**config.mk**
```make
export PLATFORM = sky130hd
export DESIGN_NAME = zero_trim_serializer
export DESIGN_NICKNAME = d
export VERILOG_FILES = /design/src/rtl/zero_trim_serializer.sv
export SDC_FILE = /design/constraint.sdc
export NUM_CORES = 1
export LEC_CHECK = 0
export ABC_AREA = 1
export CAP_MARGIN = 20
export CORE_ASPECT_RATIO = 0.9
export CORE_MARGIN = 5
export CORE_UTILIZATION = 40
export CTS_CLUSTER_DIAMETER = 40
export DETAILED_ROUTE_END_ITERATION = 7
export GPL_TIMING_DRIVEN = 0
export PLACE_DENSITY_LB_ADDON = 0.15
export REMOVE_ABC_BUFFERS = 1
export SLEW_MARGIN = 25
export SYNTH_ARGS = -nofsm -noshare
export SYNTH_HDL_FRONTEND = slang
export SYNTH_SLANG_ARGS = --single-unit
```
**constraint.sdc**
```tcl
create_clock -name clk -period 1.7 [get_ports clk]
set_clock_uncertainty 0.15 [all_clocks]
set_input_delay 0.34 -clock clk [delete_from_list [all_inputs] [get_ports clk]]
set_output_delay 0.34 -clock clk [all_outputs]
set_load 0.01 [all_outputs]
```
**src/rtl/zero_trim_serializer.sv**
```systemverilog
// Wide-to-narrow serializer, least-significant chunk first, valid/ready on both sides.
// Define ZERO_TRIM_SERIALIZER_TRIM_EN to suppress all-zero upper chunks of each word.
module zero_trim_serializer #(
  parameter int IN_WIDTH  = 64,
  parameter int OUT_WIDTH = 8
) (
  input  logic                                       clk,
  input  logic                                       reset_n,
  input  logic                                       in_valid,
  output logic                                       in_ready,
  input  logic [IN_WIDTH-1:0]                        in_data,
  output logic                                       out_valid,
  input  logic                                       out_ready,
  output logic [OUT_WIDTH-1:0]                       out_data,
  output logic                                       out_last,
  output logic [$clog2(IN_WIDTH/OUT_WIDTH)-1:0]      out_index,
  output logic                                       busy
);

  localparam int RATIO = IN_WIDTH / OUT_WIDTH;
  localparam int IDX_W = $clog2(RATIO);
  localparam logic [IDX_W-1:0] IDX_ONE = IDX_W'(1);
  localparam logic [IDX_W-1:0] IDX_MAX = IDX_W'(RATIO - 1);

  typedef enum logic [0:0] {
    IDLE = 1'b0,
    SEND = 1'b1
  } state_t;

  state_t              state_r;
  logic [IN_WIDTH-1:0] shift_r;
  logic [IDX_W-1:0]    index_r;
  logic [IDX_W-1:0]    final_idx_r;
  logic                last_r;
  logic                valid_r;

  logic                accept_s;
  logic                xfer_s;
  logic [IDX_W-1:0]    final_idx_s;
  logic [IDX_W-1:0]    index_nxt_s;

`ifdef ZERO_TRIM_SERIALIZER_TRIM_EN
  // Index of the highest chunk holding a nonzero bit; an all-zero word maps to chunk 0.
  function automatic logic [IDX_W-1:0] top_chunk(input logic [IN_WIDTH-1:0] word);
    logic [IDX_W-1:0] top;
    top = {IDX_W{1'b0}};
    for (int i = 0; i < RATIO; i++) begin
      if (word[i*OUT_WIDTH +: OUT_WIDTH] != {OUT_WIDTH{1'b0}}) begin
        top = IDX_W'(i);
      end
    end
    return top;
  endfunction
`endif

  // Handshakes, next chunk index and the final index of an incoming word.
  always_comb begin
    in_ready    = (state_r == IDLE) || ((state_r == SEND) && last_r && out_ready);
    accept_s    = in_valid && in_ready;
    xfer_s      = valid_r && out_ready;
    index_nxt_s = index_r + IDX_ONE;
`ifdef ZERO_TRIM_SERIALIZER_TRIM_EN
    final_idx_s = top_chunk(in_data);
`else
    final_idx_s = IDX_MAX;
`endif
  end

  // Word load, chunk shifting and the registered output view of the shift register.
  always_ff @(posedge clk or negedge reset_n) begin
    if (!reset_n) begin
      state_r     <= IDLE;
      shift_r     <= {IN_WIDTH{1'b0}};
      index_r     <= {IDX_W{1'b0}};
      final_idx_r <= {IDX_W{1'b0}};
      last_r      <= 1'b0;
      valid_r     <= 1'b0;
    end else begin
      case (state_r)
        IDLE: begin
          if (accept_s) begin
            state_r     <= SEND;
            shift_r     <= in_data;
            index_r     <= {IDX_W{1'b0}};
            final_idx_r <= final_idx_s;
            last_r      <= (final_idx_s == {IDX_W{1'b0}});
            valid_r     <= 1'b1;
          end else begin
            state_r <= IDLE;
          end
        end
        SEND: begin
          // Accept can only coincide with the final chunk handshake, so it takes priority.
          if (accept_s) begin
            state_r     <= SEND;
            shift_r     <= in_data;
            index_r     <= {IDX_W{1'b0}};
            final_idx_r <= final_idx_s;
            last_r      <= (final_idx_s == {IDX_W{1'b0}});
            valid_r     <= 1'b1;
          end else if (xfer_s && last_r) begin
            state_r     <= IDLE;
            shift_r     <= {IN_WIDTH{1'b0}};
            index_r     <= {IDX_W{1'b0}};
            final_idx_r <= {IDX_W{1'b0}};
            last_r      <= 1'b0;
            valid_r     <= 1'b0;
          end else if (xfer_s) begin
            shift_r <= shift_r >> OUT_WIDTH;
            index_r <= index_nxt_s;
            last_r  <= (index_nxt_s == final_idx_r);
          end else begin
            state_r <= SEND;
          end
        end
        default: begin
          state_r <= IDLE;
          valid_r <= 1'b0;
          last_r  <= 1'b0;
        end
      endcase
    end
  end

  assign out_valid = valid_r;
  assign out_data  = shift_r[OUT_WIDTH-1:0];
  assign out_last  = last_r;
  assign out_index = index_r;
  assign busy      = (state_r == SEND);

endmodule

```
==> impl_summary.log <==
[metrics] result of the run: finished, final reports clean
[metrics] clock tree root driver cell: clkbuf_8
[metrics] die footprint: 0.0111 mm^2
[metrics] first-pass GRT wire length: 18.2 mm
[metrics] Layout Area Growth over Synthesis: 41.9%
[metrics] Post-Syn Instances: 511
[metrics] upper clock frequency limit: 0.599 GHz
[metrics] fraction of the yosys area taken by sequential cells: 48.3%
[metrics] layout cells sized above 1: 12.8%
[metrics] deepest clock path buffer count: 2
[metrics] initial detailed-routing violation count: 223
[metrics] count of different cell masters after synthesis: 17
[metrics] floorplan row count: 33
[metrics] Fin Setup TNS: 0 ps
[metrics] post-synthesis compound-gate area fraction: 0.138%
[metrics] worst setup path category: reg -> reg
[metrics] number of antenna violations at the first check in global routing: 0
[metrics] mux contribution to synthesized area: 0%
[metrics] vias per inst: 5.00
[metrics] HPWL Detailed: 5.11 mm
[metrics] ports placed on the boundary: 83
[metrics] final routed DRC violation total: 0
[metrics] RSZ-0062 raised after global routing: yes
[metrics] maximum vdd drop: 0.705 mV
[metrics] pin count of the biggest net entering global routing: 39
[metrics] CP max FO: 17
[metrics] CTS tree: done
[metrics] Critical Path RT: 1780 ps
[metrics] TritonCTS buffer count: 9
[metrics] flip-flop and latch count after synthesis: 70
[metrics] area share of xor/xnor cells in the synthesized design: 0.241%
[metrics] sequence of cells on the critical path: nand2_2 -> nand2_4 -> buf_8 -> nand2_8 -> nand2_8 -> buf_12 -> inv_8 -> nand2_1 -> nand2_1
[metrics] antenna-violating nets left: 0
[metrics] crit end category: register
[metrics] wire length reported by the detailed router: 11.8 mm
[metrics] instance count after placement with tap cells included: 677
[metrics] largest family of logic cells by synthesized area: simple AND/OR/NAND/NOR gates
[metrics] count of final max-slew check failures: 0
[metrics] final setup fails: 0
[metrics] Global Route Usage Sum: 21.3%
[metrics] Initial Utilization: 40.3%
[metrics] Layout Cells excl Fill: 731
[metrics] die height: 100 um
[metrics] Largest stage delay, worst path: 410 ps
[metrics] Slew HR: 59.2%
[metrics] max cap viols: 0
[metrics] kind of cell with the highest combined delay on the critical path: simple AND/OR/NAND/NOR gates
[metrics] total overflow reported by the global router: 0
[metrics] yosys warns: 0
[metrics] static leakage power: 2.82 nW
[metrics] placement-stage cell area: 0.00441 mm^2
[metrics] arithmetic-cell share of the synthesized area counting full adders, half adders and majority gates: 0.345%
[metrics] Worst-Margin Slew: 613 ps
[metrics] number of nets in the layout: 673
[metrics] Clk Latency, worst-skew pair: 340 ps
[metrics] Critical Path Slowest Stage Cell: dfrtp_1
[metrics] number of buffer and inverter stages on the critical path: 3
[metrics] total via count in the routed design: 3655
[metrics] area inside the core boundary: 0.00900 mm^2
[metrics] diode count: 0
[metrics] Horiz. Die Dim: 110 um
[metrics] simple-gate share of the synthesized area: 43.4%
[metrics] CP Launch Type: register
[metrics] worst min-delay path category: reg -> reg
[metrics] clock-pin slew on the worst setup and hold paths: 80 ps
[metrics] vias in the first global route: 3524
[metrics] number of levels the H-tree was split into: 3
[metrics] first-pass iteration count of the detailed router: 4
[metrics] post-route design area: 0.00515 mm^2
[metrics] period utilisation layout: 98.2%
[metrics] time the worst path needs with I/O delays and setup: 1670 ps
[metrics] clk sink count: 70
[metrics] mean instance size in the synthesized netlist: 7.10 um^2
[metrics] routability congestion estimate from global placement: 0.755
[metrics] Synth Cell Area: 0.00363 mm^2
[metrics] Crit path arrival time: 1750 ps
[metrics] hold violation count in the final report: 0
[metrics] number of buffers inserted by port buffering: 82
[metrics] total power per unit cell area: 1340 mW/mm^2
[metrics] detail-routed net length per standard cell: 16.1 um
==> cell families (layout without fill, tap and decap cells) <==
group,count (synthesis),after routing
AND/OR/NAND/NOR,392,404
flip-flops,70,70
buffers and inverters,46,132
adder cells (fa/ha/maj),1,1
AO/OA/AOI/OAI,1,1
XOR/XNOR,1,1
==> where the power goes <==
part | leakage [nW] | internal, mW | total (mW) | switching (mW)
clock | 0.0861 | 0.564 | 1.20 | 0.633
combinational | 1.79 | 1.25 | 3.17 | 1.92
sequential | 0.940 | 2.21 | 2.52 | 0.310
total | 2.82 | 4.02 | 6.89 | 2.87
==> metrics by stage <==
stage          power (mW)  hold slack, ps  setup WS [ps]  util (%)
2_1_floorplan        4.04            -106          -1300         -
3_3_place_gp         4.93             306          -3060      48.3
3_5_place_dp         5.00             173          -1730      48.9
4_1_cts              6.60             329           3.75      54.4
5_1_grt              7.43             348          -62.5      57.2
6_report             6.89             323           30.4      57.2
==> tightest hold or removal path: cells and delay by family (launching register included) <==
family	cells	cell delay, ps
flops	1	340
simple gates	2	100
==> synthesized netlist by cell type <==
library cell	count	share of area (%)
nand2_1	316	33
dfrtp_1	70	48
nand3_1	67	9.2
buf_4	15	3.1
buf_2	13	1.8
clkbuf_1	8	0.83
inv_1	5	0.52
buf_6	4	1.2
nor2_1	4	0.41
nand2_2	2	0.34
ha_1	1	0.34
inv_2	1	0.10
nand2_4	1	0.31
nand3b_1	1	0.21
o21ai_0	1	0.14
or2_2	1	0.17
xnor2_1	1	0.24
==> area by class of cell <==
class	instances	area, um^2
multi-input combinational	407	1900
fill	898	3850
tap	122	153
clock buffer	12	145
sequential	70	1750
clock inverter	4	22.5
inverter	6	53.8
timing repair inverter	4	42.5
timing repair buffer	106	1080
==> sequential cells by signal (all words and copies together), names as in the netlist <==
register     count
out_index        3
shift_r         64
final_idx_r      1
out_last         1
busy             1
==> layout by cell type (no fill, tap or decap), drive strengths merged <==
cell type,netlist,final
clkdlybuf4s50,0,64
clkinvlp,0,1
dlygate4sd2,0,15
or2,1,1
buf,32,25
ha,1,1
clkdlybuf4s15,0,1
nand3,67,67
clkinv,0,4
nor2,4,4
dfrtp,70,70
clkbuf,8,12
inv,6,9
nand2,319,331
xnor2,1,1
nand3b,1,1
o21ai,1,1
dlygate4sd3,0,1
==> timing repair <==
item / 4_1_cts / 5_1_grt
cloned: 11 / 5
gates resized for setup: 41 / 22
pin swaps: 3 / 1
endpoints found under the hold margin: 32 / 0
hold buffers: 1 / 0
buffers inserted: 14 / 7
setup endpoints to repair: 83 / 69
==> metal layers <==
metal	track usage [%]	part of all wire [%]
met3	5.08	7.0
met5	0	0
met1	30.6	45
met2	32.5	47
met4	5.30	1.2
==> worst paths after layout <==
| kind | from | to | slack [ps] | cells after the start |
|---|---|---|---|---|
| min in group asynchronous | reset_n | shift_r[6]$_DFFE_PN0P_ | 340 | 2 |
| setup / recovery | out_last$_DFFE_PN0P_ | shift_r[55]$_DFFE_PN0P_ | 30 | 9 |
| max in group asynchronous | reset_n | busy$_DFF_PN0_ | 470 | 3 |
| hold reg to reg | shift_r[2]$_DFFE_PN0P_ | shift_r[2]$_DFFE_PN0P_ | 320 | 2 |
| hold / removal | shift_r[2]$_DFFE_PN0P_ | shift_r[2]$_DFFE_PN0P_ | 320 | 2 |
| setup reg to reg | out_last$_DFFE_PN0P_ | shift_r[55]$_DFFE_PN0P_ | 30 | 9 |
Note: power is estimated with default switching activity, not from simulation.
